--- config.mk ---
export PLATFORM = sky130hd
export DESIGN_NAME = reg_write_arbiter
export DESIGN_NICKNAME = d
export VERILOG_FILES = /design/src/rtl/reg_arb_pkg.sv /design/src/rtl/reg_write_arbiter_rr_pick.sv /design/src/rtl/reg_write_arbiter.sv
export SDC_FILE = /design/constraint.sdc
export NUM_CORES = 1
export LEC_CHECK = 0
export CORE_MARGIN = 1.5
export CORE_UTILIZATION = 48
export CTS_CLUSTER_SIZE = 40
export DETAILED_ROUTE_END_ITERATION = 10
export PLACE_DENSITY_LB_ADDON = 0.12
export SYNTH_ARGS = -nofsm -noshare
export SYNTH_HDL_FRONTEND = slang
export SYNTH_HIERARCHICAL = 1
export SYNTH_SLANG_ARGS = --single-unit
--- constraint.sdc ---
create_clock -name i_clk -period 6.1 [get_ports i_clk]
set_input_delay 1.22 -clock i_clk [delete_from_list [all_inputs] [get_ports i_clk]]
set_output_delay 1.22 -clock i_clk [all_outputs]
set_load 0.005 [all_outputs]
--- src/rtl/reg_arb_pkg.sv ---
// Shared types and sizing for the register write arbiter.
// Holds the FSM state enum, counter width and owner-width helper.
package reg_arb_pkg;

   typedef enum logic [1:0] {
      IDLE   = 2'd0,
      WRITE  = 2'd1,
      LOCKED = 2'd2
   } arb_state_e;

   // burst counter width; LOCK_MAX <= 15 keeps it from wrapping
   localparam int LCNT_W = 4;

   // owner/pointer index width for a given requester count
   function automatic int own_w(input int n);
      return (n > 1) ? $clog2(n) : 1;
   endfunction

   localparam int OWN_W_MAX = own_w(8);

endpackage

--- src/rtl/reg_write_arbiter_rr_pick.sv ---
// Combinational round-robin picker: first set req bit at or above ptr, wrapping.
// Ports: req (request vector), ptr (search start), valid (any req), winner (index).
module rr_pick
   import reg_arb_pkg::*;
#(
   parameter int N = 4,
   parameter int W = own_w(N)
) (
   input  logic [N-1:0] req,
   input  logic [W-1:0] ptr,
   output logic         valid,
   output logic [W-1:0] winner
);

   always_comb begin
      int idx;
      idx    = 0;
      valid  = 1'b0;
      winner = '0;
      for (int i = 0; i < N; i++) begin
         idx = int'(ptr) + i;
         if (idx >= N) idx = idx - N;
         if (!valid && req[idx[W-1:0]]) begin
            valid  = 1'b1;
            winner = idx[W-1:0];
         end
      end
   end

endmodule

--- src/rtl/reg_write_arbiter.sv ---
// Round-robin arbiter driving one storage register's enable/data, with bounded lock bursts.
// Ports: i_req/i_lock/i_data per requester in; o_ack, o_reg_en, o_reg_data, o_owner, o_busy out.
module reg_write_arbiter
   import reg_arb_pkg::*;
#(
   parameter int NUM_REQ  = 4,
   parameter int DATA_W   = 8,
   parameter int LOCK_MAX = 4
) (
   input  logic                            i_clk,
   input  logic                            i_rst_n,
   input  logic [NUM_REQ-1:0]              i_req,
   input  logic [NUM_REQ-1:0]              i_lock,
   input  logic [NUM_REQ-1:0][DATA_W-1:0]  i_data,
   output logic [NUM_REQ-1:0]              o_ack,
   output logic                            o_reg_en,
   output logic [DATA_W-1:0]               o_reg_data,
   output logic [$clog2(NUM_REQ)-1:0]      o_owner,
   output logic                            o_busy
);

   localparam int OW = $clog2(NUM_REQ);

   arb_state_e        state_q;
   arb_state_e        state_d;
   logic [OW-1:0]     ptr_q;
   logic [OW-1:0]     owner_q;
   logic [OW-1:0]     nxt_ptr;
   logic [OW-1:0]     win;
   logic [LCNT_W-1:0] lock_cnt_q;
   logic [DATA_W-1:0] data_q;
   logic              pick_valid;
   logic              lock_go;

   rr_pick #(
      .N (NUM_REQ),
      .W (OW)
   ) u_pick (
      .req    (i_req),
      .ptr    (ptr_q),
      .valid  (pick_valid),
      .winner (win)
   );

   // stay locked only while the burst still has room for another write
   assign lock_go = i_lock[owner_q] &&
                    (int'(lock_cnt_q) + 1 < LOCK_MAX);

   assign nxt_ptr = (owner_q == OW'(NUM_REQ - 1)) ?
                    '0 : owner_q + 1'b1;

   always_ff @(posedge i_clk or negedge i_rst_n) begin
      if (!i_rst_n) state_q <= IDLE;
      else          state_q <= state_d;
   end

   always_comb begin
      state_d = state_q;
      unique case (state_q)
         IDLE:    if (pick_valid) state_d = WRITE;
         WRITE:   state_d = lock_go ? LOCKED : IDLE;
         LOCKED: begin
            if (i_req[owner_q])       state_d = WRITE;
            else if (!i_lock[owner_q]) state_d = IDLE;
         end
         default: state_d = IDLE;
      endcase
   end

   always_ff @(posedge i_clk or negedge i_rst_n) begin
      if (!i_rst_n) begin
         ptr_q      <= '0;
         owner_q    <= '0;
         lock_cnt_q <= '0;
         data_q     <= '0;
      end else begin
         unique case (state_q)
            IDLE: begin
               if (pick_valid) begin
                  data_q  <= i_data[win];
                  owner_q <= win;
               end
            end
            WRITE: begin
               // pointer moves past the owner so a forced release
               // hands the next arbitration to someone else first
               ptr_q      <= nxt_ptr;
               lock_cnt_q <= lock_go ? lock_cnt_q + 1'b1 : '0;
            end
            LOCKED: begin
               if (i_req[owner_q])
                  data_q <= i_data[owner_q];
               else if (!i_lock[owner_q])
                  lock_cnt_q <= '0;
            end
            default: ;
         endcase
      end
   end

   always_comb begin
      o_ack      = '0;
      o_reg_en   = 1'b0;
      o_reg_data = '0;
      if (state_q == WRITE) begin
         o_ack[owner_q] = 1'b1;
         o_reg_en       = 1'b1;
         o_reg_data     = data_q;
      end
      o_owner = owner_q;
      o_busy  = (state_q != IDLE);
   end

endmodule

==> impl_metrics.env, run 1 <==
export IMPL_min_path_type="reg -> reg"
export IMPL_worst_slew_pin_slew_ns=0.813
export IMPL_grt_max_degree=25
export IMPL_power_density_nw_per_um2=395
export IMPL_cts_buffers=3
export IMPL_drive_above_1_share=0.144
export IMPL_cts_tree="done"
export IMPL_pre_cts_ws_ns=2.64
export IMPL_path_clk_slew_ns=0.11
export IMPL_synth_area_leader_cell="dfrtp_1"
export IMPL_synthTopCellsByArea="dfrtp_1 28%, mux2_2 12%, mux2i_1 12%"
export IMPL_holdPathEnd="lock_cnt_q[3]$_DFFE_PN0P_"
export IMPL_synth_top_area_frac=0.282
export IMPL_rows=20
export IMPL_syn_area_um2=1600
export IMPL_fp_dieW_um=60.7
export IMPL_root_buffer="clkbuf_4"
export IMPL_overflow=0
export IMPL_period_share=0.530
export IMPL_post_cts_setup_buffers=0
export IMPL_hold_violations=0
export IMPL_crit_arrival_ns=2.01
export IMPL_worst_setup_path_start_kind="flip-flop"
export IMPL_syn_num_nets=218
export IMPL_grt_pass1_wl_um=6290
export IMPL_fmax_ghz=0.309
export IMPL_fillers=278
export IMPL_drt_wl_total_um=4070
export IMPL_seq_area_frac_synth=0.282
export IMPL_die_y_um=60.7
export IMPL_yosysMostFrequentCell="mux2i_1"
export IMPL_synth_ff_type="dfrtp_1"
export IMPL_setup_tns_ns=0
export IMPL_cap_violations=0
export IMPL_clock_sinks=18
export IMPL_r2r_start="ptr_q[1]$_DFFE_PN0P_"
export IMPL_timing_slew_headroom=0.456
export IMPL_end_kind="output port"
export IMPL_min_from="lock_cnt_q[3]$_DFFE_PN0P_"
export IMPL_rr_worst_depth=7
export IMPL_rsz0062_at_grt="no"
export IMPL_seq_power_share=0.259
export IMPL_port_buffers=57
export IMPL_postCtsHoldBufs=0
export IMPL_routed_via_density=5.61
export IMPL_whs_path_depth=1
export IMPL_dr_pass1_iters=4
export IMPL_cts_path_max_buffers=2
export IMPL_min_period_ns=3.23
export IMPL_yosysWarnings=6
export IMPL_die_area_um2=3680
export IMPL_syn_inst=171
export IMPL_dr_total_vias=1491
export IMPL_async_flop_share=1.00
export IMPL_p_sw_frac=0.413
export IMPL_stdcell_area_um2=2190
export IMPL_irDropWorstVdd_v=0.000240
export IMPL_layout_setup_ws_ns=2.87
export IMPL_multiInputGateArea_um2=1030
export IMPL_start_util=0.515
export IMPL_ys_ff_latch=18
export IMPL_comb_power_share=0.656
export IMPL_syn_area_per_cell_um2=9.34
export IMPL_h_tree_depth=1
export IMPL_cp_max_fo=14
export IMPL_antenna_found_initial=0
export IMPL_dpl_cell_area_um2=2160
export IMPL_synth_cell_type_count=35
export IMPL_rrSetupSlack_ns=3.96
export IMPL_drt_iter0_markers=59
export IMPL_place_congestion=0.780
export IMPL_io_pins=58
export IMPL_area_delta_synth_final_pct=37.5
export IMPL_final_nets=270
export IMPL_crit_type="reg -> out"
export IMPL_p_sw_uw=358
export IMPL_track_usage=0.226
export IMPL_status="finished clean"
export IMPL_final_seq_area_um2=450
export IMPL_worstReg2RegEnd="data_q[0]$_DFFE_PN0P_"
export IMPL_clkPwrFrac=0.085
export IMPL_synth_commonest_cells="19 x mux2i_1, 18 x dfrtp_1, 17 x mux2_2"
export IMPL_p_int_uw=509
export IMPL_synth_edf_count=0
export IMPL_drtAntennaViolNets=0
export IMPL_clkLatencyLatePin_ns=0.29
export IMPL_grt_pass1_vias=1459
export IMPL_avgRoutedWirePerCell_um=15.3
export IMPL_drc=0
export IMPL_ctsResizeCount=0
export IMPL_final_max_slew_viol_count=0
export IMPL_core_um2=3100
export IMPL_finClkSkew_ns=0.000991
export IMPL_setup_viol=0
export IMPL_power_leakage_nw=0.894
export IMPL_dpl_hpwl_um=3210
export IMPL_num_antenna_cells=0
export IMPL_required_ns=4.88
-- stage by stage --
stage	hold slack [ns]	utilization	total power [mW]	std cells
after floorplan	0.477	-	0.611	171
after global placement	0.497	0.696	0.777	262
after CTS	0.526	0.707	0.873	266
after global routing	0.574	0.707	0.939	266
final	0.529	0.707	0.866	266
after detailed placement	0.501	0.696	0.796	262
-- layout make-up --
class,count,area share
clock buffers,4,0.0165
inverters,10,0.0171
multi-input cells,131,0.469
flip-flops and latches,18,0.205
well taps,44,0.0251
repair buffers,59,0.267
-- kinds of logic after synthesis --
group | synth area share
AND/OR/NAND/NOR | 0.159
AO/OA/AOI/OAI | 0.179
multiplexers | 0.267
buffers and inverters | 0.0729
flip-flops | 0.282
adder cells (fa/ha/maj) | 0.0392
-- registers in the layout (all words and copies together) (netlist names) --
signal,cells
o_owner,2
lock_cnt_q,4
data_q,8
state_q,2
ptr_q,2
-- layout by cell type, fill, tap and decap left out, drive strengths merged, types with 3 or more instances in the layout --
| cell | n |
|---|---|
| clkdlybuf4s50 | 57 |
| a21oi | 14 |
| clkbuf | 4 |
| ha | 5 |
| and2 | 13 |
| nor2 | 13 |
| nand3 | 3 |
| a221oi | 8 |
| dfrtp | 18 |
| inv | 10 |
| nand2 | 7 |
| o21ai | 5 |
| o22ai | 8 |
| nand2b | 3 |
| mux2i | 19 |
| mux2 | 17 |
-- per-layer routing --
metal  track usage  wire length [um]  vias up
met5             0                 0        -
met4        0.0124                 0        0
met3        0.0405               213        0
met2         0.450              2230       46
met1         0.261              1630      721
li1              -                 -      724
-- worst max path at each step --
| stage | start | end | slack, ns | cells after the start |
|---|---|---|---|---|
| 3_3_place_gp | i_req[0] | data_q[0]$_DFFE_PN0P_ | 2.68 | 8 |
| 4_1_cts | state_q[1]$_DFFE_PN0P_ | o_reg_data[1] | 2.86 | 4 |
| 5_1_grt | state_q[1]$_DFFE_PN0P_ | o_reg_data[3] | 2.72 | 4 |
| 2_1_floorplan | i_req[0] | data_q[7]$_DFFE_PN0P_ | 3.14 | 8 |
| 3_5_place_dp | i_req[0] | data_q[0]$_DFFE_PN0P_ | 2.64 | 8 |
| 6_report | state_q[1]$_DFFE_PN0P_ | o_reg_data[1] | 2.87 | 4 |
-- power by group through the flow --
stage	sequential, mW	combinational (mW)	clock, mW
finish	0.224	0.568	0.0739
global route	0.231	0.628	0.0799
CTS	0.225	0.573	0.0754
detailed placement	0.227	0.569	0
global placement	0.223	0.554	0
floorplan	0.206	0.404	0
-- critical path, cell delays in order (launching register included) --
cell and delay (ns):
dfrtp_1 0.44, nand2b_1 0.30, inv_1 0.29, and2_1 0.18, clkdlybuf4s50_1 0.51
No activity file was read; power rests on OpenSTA's default activity.
==> run 2: changes to the inputs <==
--- a/config.mk
+++ b/config.mk
@@ -6,7 +6,7 @@
 export NUM_CORES = 1
 export LEC_CHECK = 0
 export CORE_MARGIN = 1.5
-export CORE_UTILIZATION = 48
+export CORE_UTILIZATION = 41
 export CTS_CLUSTER_SIZE = 40
 export DETAILED_ROUTE_END_ITERATION = 10
 export PLACE_DENSITY_LB_ADDON = 0.12
==> constraint.sdc (replaced) <==
create_clock -name i_clk -period 2.6 [get_ports i_clk]
set_input_delay 0.52 -clock i_clk [delete_from_list [all_inputs] [get_ports i_clk]]
set_output_delay 0.52 -clock i_clk [all_outputs]
set_load 0.005 [all_outputs]
==> run 2 against run 1 <==
  * Global-route usage fell by 0.64 points
  * Via count rose by 3.5%
  * Clock skew rose by 0.0032 ns
  * Critical path depth rose by 4
  * Sequential share of layout area fell by 0.62 points
  * Worst setup slack got worse by 2.7 ns
  * Non-clock buffer count rose by 6
  * Register-to-register slack got worse by 3.4 ns
  * Utilization fell by 9.4 points
  * Clock power rose to 3.1 times the previous value
  * Clock-buffer cell count did not move
  * Critical endpoint is now data_q[1]$_DFFE_PN0P_
  * Highest routed layer is now met4
==> impl_metrics.env, run 2 (synthesized netlist as in run 1, its figures left out) <==
export IMPL_power_leakage_nw=0.932
export IMPL_p_sw_frac=0.405
export IMPL_largest_reg_flops=8
export IMPL_min_period_ns=2.38
export IMPL_dpl_hpwl_um=3560
export IMPL_period_share=0.917
export IMPL_mostFrequentLayoutCell="clkdlybuf4s50_1"
export IMPL_cp_startpoint="i_req[0]"
export IMPL_place_congestion=0.768
export IMPL_power_density_nw_per_um2=958
export IMPL_irDropWorstVdd_v=0.000470
export IMPL_overflow=0
export IMPL_setup_viol=0
export IMPL_worstReg2RegEnd="data_q[1]$_DFFE_PN0P_"
export IMPL_endpoint="data_q[1]$_DFFE_PN0P_"
export IMPL_cts_buffers=3
export IMPL_p_sw_uw=878
export IMPL_multiInputGateArea_um2=1030
export IMPL_io_pins=58
export IMPL_clkLatencyLatePin_ns=0.25
export IMPL_final_nets=276
export IMPL_die_y_um=65.4
export IMPL_cpMostUsedCell="a21oi_1"
export IMPL_fp_dieW_um=65.4
export IMPL_rr_worst_depth=7
export IMPL_cts_path_max_buffers=2
export IMPL_fmax_ghz=0.420
export IMPL_core_um2=3690
export IMPL_timing_slew_headroom=0.520
export IMPL_top_register="data_q"
export IMPL_required_ns=2.71
export IMPL_crit_chain="clkdlybuf4s50_1, a21oi_1, o21ai_0, a21oi_1, buf_4, mux2_2, a221oi_1, a21oi_1"
export IMPL_stdcell_area_um2=2260
export IMPL_cp_max_fo=10
export IMPL_clock_sinks=18
export IMPL_worst_slew_pin_slew_ns=0.719
export IMPL_seq_power_share=0.249
export IMPL_port_buffers=57
export IMPL_min_path_type="reg -> reg"
export IMPL_antenna_found_initial=0
export IMPL_cap_violations=0
export IMPL_path_clk_slew_ns=0.08
export IMPL_ctsResizeCount=0
export IMPL_dr_total_vias=1543
export IMPL_start_util=0.433
export IMPL_finClkSkew_ns=0.00421
export IMPL_post_cts_setup_buffers=0
export IMPL_crit_arrival_ns=2.49
export IMPL_area_delta_synth_final_pct=41.8
export IMPL_postCtsHoldBufs=0
export IMPL_grt_pass1_vias=1630
export IMPL_crit_slowest_cell="clkdlybuf4s50_1"
export IMPL_end_kind="flip-flop"
export IMPL_worst_setup_path_start_kind="primary input"
export IMPL_top_regs="data_q x8, lock_cnt_q x4"
export IMPL_dr_pass1_iters=4
export IMPL_final_cell_mix="57 x clkdlybuf4s50_1, 19 x mux2i_1, 18 x dfrtp_1"
export IMPL_rrSetupSlack_ns=0.57
export IMPL_drc=0
export IMPL_root_buffer="clkbuf_8"
export IMPL_rows=22
export IMPL_drt_wl_total_um=4550
export IMPL_cp_slowest_stage_delay_ns=0.50
export IMPL_comb_power_share=0.644
export IMPL_rsz0062_at_grt="no"
export IMPL_cts_tree="done"
export IMPL_final_max_slew_viol_count=0
export IMPL_dpl_cell_area_um2=2210
export IMPL_crit_type="in -> reg"
export IMPL_routed_via_density=5.59
export IMPL_grt_max_degree=19
export IMPL_avgRoutedWirePerCell_um=16.5
export IMPL_hold_violations=0
export IMPL_grt_pass1_wl_um=7450
export IMPL_drtAntennaViolNets=0
export IMPL_num_antenna_cells=0
export IMPL_finalPower_mw=2.17
export IMPL_final_seq_area_um2=450
export IMPL_status="finished clean"
export IMPL_fillers=341
export IMPL_die_area_um2=4280
export IMPL_r2r_start="ptr_q[1]$_DFFE_PN0P_"
export IMPL_h_tree_depth=1
export IMPL_p_int_mw=1.29
export IMPL_clkPwrFrac=0.107
export IMPL_track_usage=0.220
export IMPL_hold_slack_ns=0.532
export IMPL_drt_iter0_markers=85
export IMPL_drive_above_1_share=0.167
run 2: power by group through the flow:
stage	Clock, mW	Combinational (mW)	Sequential (mW)
6_report	0.232	1.40	0.540
5_1_grt	0.250	1.53	0.558
4_1_cts	0.237	1.41	0.541
3_5_place_dp	0	1.40	0.543
3_3_place_gp	0	1.35	0.537
2_1_floorplan	0	0.948	0.484
run 2: worst min path at each step:
| stage | startpoint | end | slack, ns | cells after the start |
|---|---|---|---|---|
| floorplan | i_rst_n | data_q[0]$_DFFE_PN0P_ | 0.22 | 0 |
| global placement | lock_cnt_q[3]$_DFFE_PN0P_ | lock_cnt_q[3]$_DFFE_PN0P_ | 0.50 | 1 |
| detailed placement | lock_cnt_q[3]$_DFFE_PN0P_ | lock_cnt_q[3]$_DFFE_PN0P_ | 0.52 | 1 |
| CTS | lock_cnt_q[0]$_DFFE_PN0P_ | lock_cnt_q[0]$_DFFE_PN0P_ | 0.54 | 1 |
| global route | lock_cnt_q[3]$_DFFE_PN0P_ | lock_cnt_q[3]$_DFFE_PN0P_ | 0.55 | 1 |
| finish | lock_cnt_q[0]$_DFFE_PN0P_ | lock_cnt_q[0]$_DFFE_PN0P_ | 0.53 | 1 |
run 2: stage by stage:
stage,setup TNS [ns],cells,util,worst slack (ns)
3_5_place_dp,-0.182,272,0.599,-0.0549
6_report,0,276,0.614,0.217
2_1_floorplan,0,171,-,0.339
4_1_cts,0,276,0.614,0.183
3_3_place_gp,-0.0163,272,0.599,-0.00959
5_1_grt,0,276,0.614,0.0343
run 2: layout make-up:
cell class,count,area share
multi-input combinational,131,0.455
inverter,10,0.0166
sequential,18,0.199
timing repair buffer,65,0.279
clock buffer,4,0.0243
tap,48,0.0265
run 2: routing by layer:
layer | vias up | wire, um | GRT usage
met5 | - | 0 | 0
met2 | 53 | 2420 | 0.398
li1 | 736 | - | -
met1 | 748 | 1870 | 0.273
met4 | 0 | 43 | 0.0625
met3 | 6 | 215 | 0.0274
run 2: critical path: cells and delay by family:
kind,cells,cell delay (ns)
AOI/OAI and AO/OA,5,0.89
buffers and inverters,2,0.72
muxes,1,0.35
==> run 3: changes to the inputs <==
--- a/config.mk
+++ b/config.mk
@@ -10,6 +10,7 @@
 export CTS_CLUSTER_SIZE = 40
 export DETAILED_ROUTE_END_ITERATION = 10
 export PLACE_DENSITY_LB_ADDON = 0.12
+export SKIP_CTS_REPAIR_TIMING = 1
 export SYNTH_ARGS = -nofsm -noshare
 export SYNTH_HDL_FRONTEND = slang
 export SYNTH_HIERARCHICAL = 1
==> results of run 3 <==
Final layout, timing and power as in run 2 (identical DEF).
==> patch 1, RTL diff (flow settings as in run 3) <==
The parameter `DATA_W` goes from 8 to 6.
--- a/src/rtl/reg_write_arbiter.sv
+++ b/src/rtl/reg_write_arbiter.sv
@@ -6,3 +6,3 @@
    parameter int NUM_REQ  = 4,
-   parameter int DATA_W   = 8,
+   parameter int DATA_W   = 6,
    parameter int LOCK_MAX = 4
Ports: changed (resized i_data and o_reg_data); port bits go from 58 to 48. The function was not compared with the original's and may differ.
==> patch 1 against run 3 <==
Synthesized area fell by 17%; clock power shrank 26%; sequential power is 14% lower; wire length shrank 21%; design area is 17% lower; sequential cell count fell by 2; setup slack worse by 0.020 ns; count of clock-buffer cells in the layout unchanged; power is 18% lower; via count is 17% lower; sequential share of layout area grew 1.3 points; critical path type is now flop to primary output.
==> patch 1: results (changes against run 3) <==
| Metric | Value |
|---|---|
| Met3 Wirelength | 176 um (was 215 um) |
| Critical path startpoint | state_q[1] (was i_req[0]) |
| Latest clock arrival within the worst-skew pair | 0.30 ns (was 0.25 ns) |
| Routability cong. | 0.8721 (was 0.7684) |
| Largest cells by area after synthesis | dfrtp_1, mux2i_1, mux2_2 (was dfrtp_1, mux2_2, mux2i_1) |
| Reg-to-reg startpoint | ptr_q[1] (unchanged) |
| Global-route met1 utilization | 0.2530 (was 0.2726) |
| Reg power frac | 0.262 (was 0.249) |
| Pint | 1.054 mW (was 1.289 mW) |
| Seq group | 0.465 mW (was 0.540 mW) |
| Routed len/inst | 15.42 um (was 16.49 um) |
| Top delay family on crit path | buffers and inverters (was compound AO/OA/AOI/OAI gates) |
| Hold EP | lock_cnt_q[2] (was lock_cnt_q[0]) |
| Maximum vdd drop | 0.0005029 V (was 0.0004703 V) |
| Pin count of the biggest net entering global routing | 17 (was 19) |
| M1 WL | 1531 um (was 1873 um) |
| Comb. pwr | 1.14 mW (was 1.40 mW) |
| M2 GR Usage | 0.3975 (was 0.3980) |
| Finished Layout Cells | 234 (was 276) |
| Met3 Usage GRT | 0.04762 (was 0.02740) |
| Top cells by count, synth | dfrtp_1, mux2i_1, and2_1, mux2_2, a21oi_1 (was mux2i_1, dfrtp_1, mux2_2) |
| Worst-Margin Slew | 0.7211 ns (was 0.7190 ns) |
| Placed cell areas | 0.001848 mm^2 (was 0.002208 mm^2) |
| Clk Tree Root Cell | clkbuf_4 (was clkbuf_8) |
| Peak fanout along the critical path | 12 (was 10) |
| Post-synth net total | 180 (was 218) |
| Register area share after synthesis | 0.3036 (was 0.2821) |
| First-pass GRT wire length | 5782 um (was 7452 um) |
| Largest registers | data_q: 6 flops, lock_cnt_q: 4 flops (was data_q: 8 flops, lock_cnt_q: 4 flops) |
| Hold Path Origin | lock_cnt_q[2] (was lock_cnt_q[0]) |
| Finished Cell Area | 0.001884 mm^2 (was 0.002263 mm^2) |
| Worst endpoint data arrival time | 1.88 ns (was 2.49 ns) |
| Top Layer Used | met4 (unchanged) |
| Port Buf Inserts | 47 (was 57) |
| Clock transition at path regs | 0.10 ns (was 0.08 ns) |
| Layout Skew | 0.007728 ns (was 0.004206 ns) |
| Yosys cell types | 36 (was 35) |
| Fillers | 285 (was 341) |
| Drt first-iter violations | 39 (was 85) |
| Share of post-route cells with drive strength above 1 | 0.1579 (was 0.1667) |
| Worst R2R Setup Slack | 0.51 ns (was 0.57 ns) |
| Status | finished clean (unchanged) |
| Hpwl dp | 2817 um (was 3565 um) |
| Synth Area per Inst | 9.353 um^2 (was 9.336 um^2) |
| Post-Place Worst Slack | -0.007871 ns (was -0.05486 ns) |
| Met2 WL | 1839 um (was 2418 um) |
| WHS | 0.5405 ns (was 0.5322 ns) |
[patch 1: kinds of logic after synthesis]
family / synth area share
AND/OR/NAND/NOR: 0.1641
AO/OA/AOI/OAI: 0.1850
multiplexers: 0.2457
buffers and inverters: 0.05407
flip-flops: 0.3036
adder cells (fa/ha/maj): 0.04744
[patch 1: area by class of cell]
| class | instances | area [um^2] | area share |
|---|---|---|---|
| inverter | 10 | 37.54 | 0.01992 |
| tap | 44 | 55.05 | 0.02922 |
| clock buffer | 4 | 36.28 | 0.01926 |
| multi-input combinational | 108 | 847.1 | 0.4495 |
| sequential | 16 | 400.4 | 0.2125 |
| timing repair buffer | 52 | 508.0 | 0.2696 |
[patch 1: worst max path at each step]
stage | endpoint | slack (ns) | cells after the start
final | o_reg_data[0] | 0.20 | 4
after global routing | o_reg_data[2] | 0.07 | 4
after CTS | o_reg_data[0] | 0.1 | 4
after detailed placement | data_q[1] | -0.008 | 8
after global placement | data_q[1] | -0.004 | 8
after floorplan | data_q[3] | 0.41 | 7
==> patch 2, RTL diff (config.mk and constraints of run 3) <==
Made on the original files. Reset style: synchronous (`i_rst_n`), changed in 2 clocked blocks.
--- a/src/rtl/reg_write_arbiter.sv
+++ b/src/rtl/reg_write_arbiter.sv
@@ -51,3 +51,3 @@
 
-   always_ff @(posedge i_clk or negedge i_rst_n) begin
+   always_ff @(posedge i_clk) begin
       if (!i_rst_n) state_q <= IDLE;
@@ -69,3 +69,3 @@
 
-   always_ff @(posedge i_clk or negedge i_rst_n) begin
+   always_ff @(posedge i_clk) begin
       if (!i_rst_n) begin
Check against the original RTL: differs if i_rst_n is asserted again (counterexample within 4 cycles, from zero or initial values and one cycle with i_rst_n low); with i_rst_n held inactive, the same outputs for 10 cycles.
==> patch 2 against run 3 <==
Design area decreased by 4.3%; die area is 6.7% lower; sequential cell count unchanged; register-to-register slack worse by 0.10 ns; synthesized cell count down 16%; wire length is 16% lower; non-clock buffer count grew 1; utilization increased by 2.0 points; synthesized area decreased by 7.1%; setup slack lost 0.077 ns; cell count is 9.1% lower; count of clock-buffer cells in the layout unchanged.
Power is not compared: it rests on default switching activity, and its combinational part moved more than twofold at a synthesized area within 25%.
==> patch 2: results (changes against run 3) <==
| Metric | Value |
|---|---|
| Yosys cell types | 33 (was 35) |
| Finished Layout Cells | 251 (was 276) |
| Main combinational cell family by area after synthesis | multiplexers (unchanged) |
| Sw Share | 0.2967 |
| Routed len/inst | 15.21 um (was 16.49 um) |
| Worst-Margin Slew | 0.6628 ns (was 0.7190 ns) |
| Reg power frac | 0.378 |
| Latest clock arrival within the worst-skew pair | 0.29 ns (was 0.25 ns) |
| Htree depth | 1 (unchanged) |
| Tot Pwr | 0.8914 mW |
| Clock transition at path regs | 0.10 ns (was 0.08 ns) |
| Synth warn | 6 (unchanged) |
| Pin count of the biggest net entering global routing | 19 (unchanged) |
| Largest cells by area after synthesis | mux4_2, dfxtp_1, mux2i_1 (was dfrtp_1, mux2_2, mux2i_1) |
| Number of global-route vias before repair | 1391 (was 1630) |
| XOR/XNOR Fraction of Synth Area | 0 (unchanged) |
| Combinational group share of total power | 0.429 |
| Status | finished clean (unchanged) |
| Drt first-iter violations | 62 (was 85) |
| Vias per Instance | 5.323 (was 5.591) |
| First-pass GRT wire length | 6444 um (was 7452 um) |
| Share of post-route cells with drive strength above 1 | 0.1902 (was 0.1667) |
| Layout Skew | 0.008412 ns (was 0.004206 ns) |
| DRC Markers | 0 (unchanged) |
| Maximum vdd drop | 0.0002997 V |
| Clk buf depth | 2 (unchanged) |
| Complex-gate fraction of the synthesized area | 0.1096 (was 0.1795) |
| Routability cong. | 0.7773 (was 0.7684) |
| Post-synth net total | 191 (was 218) |
| Initial antenna violation count | 0 (unchanged) |
| Antenna Cells | 0 (unchanged) |
| Cells after Synth | 144 (was 171) |
| Peak fanout along the critical path | 9 (was 10) |
| Leak | 0.8584 nW |
| Post-synth ARST share | 0 (was 1.000) |
| Clk Tree Root Cell | clkbuf_4 (was clkbuf_8) |
| DRT Pass-1 Iters | 4 (unchanged) |
| Port Buf Inserts | 57 (unchanged) |
| # setup viols final | 0 (unchanged) |
| Min-delay worst type | flop to flop (unchanged) |
| Mux contribution to synthesized area | 0.3693 (was 0.2672) |
| Max cap viols | 0 (unchanged) |
| Worst endpoint data arrival time | 2.62 ns (was 2.49 ns) |
| Hpwl dp | 3092 um (was 3565 um) |
| Dominant synthesized flop cell | dfxtp_1 (was dfrtp_1) |
| Fraction of the mapped netlist area in adder cells | 0.04216 (was 0.03918) |
| Register area share after synthesis | 0.2428 (was 0.2821) |
| Total track usage | 0.2066 (was 0.2198) |
| Top cells by count, synth | dfxtp_1, mux4_2, and2_1 (was mux2i_1, dfrtp_1, mux2_2) |
==> patch 2: metal layers <==
metal  vias up  track usage  part of all wire
met4         0      0.05556             0.011
li1        659            -                 -
met5         -            0                 0
met2        40       0.3644              0.53
met3         4      0.05000             0.039
met1       633       0.2500              0.42
==> patch 2: through the flow <==
stage,utilization,hold WS [ns],cell area (um^2),setup WS (ns),TNS [ns]
2_1_floorplan,-,0.4502,1484,0.4699,0
3_3_place_gp,0.6234,0.4573,2130,-0.1371,-0.5551
3_5_place_dp,0.6234,0.4768,2130,-0.1674,-0.7802
4_1_cts,0.6341,0.4912,2166,0.1468,0
5_1_grt,0.6341,0.5255,2166,0.003571,0
6_report,0.6341,0.4828,2166,0.1397,0
==> patch 2: final cells by class <==
| type | instances | area (um^2) |
|---|---|---|
| clock buffer | 4 | 36.28 |
| fill | 301 | 1250 |
| inverter | 8 | 30.03 |
| multi-input combinational | 109 | 1044 |
| sequential | 18 | 360.3 |
| tap | 46 | 57.56 |
| timing repair buffer | 66 | 638.1 |
==> patch 2: worst max-delay path, cell delays in order <==
cell and delay, ns:
clkdlybuf4s50_1 0.48, inv_1 0.06, a221o_1 0.33, a21oi_1 0.15, buf_4 0.23, mux4_2 0.52, mux2i_1 0.23, a21oi_1 0.10
==> patch 2: logic make-up (layout without fill, tap and decap cells) <==
kind of cell | count (synthesis) | in the layout
DFF | 18 | 18
buffers and inverters | 17 | 78
muxes | 32 | 32
AOI/OAI and AO/OA | 28 | 28
and+or+nand+nor | 44 | 44
adders and majority gates | 5 | 5
==> patch 2: final timing paths <==
kind,slack [ns],to,cells after the start,start
max,0.14,data_q[3],8,i_req[1]
min,0.48,lock_cnt_q[1],2,lock_cnt_q[1]
max reg2reg,0.47,data_q[3],7,ptr_q[0]
min reg2reg,0.48,lock_cnt_q[1],2,lock_cnt_q[1]
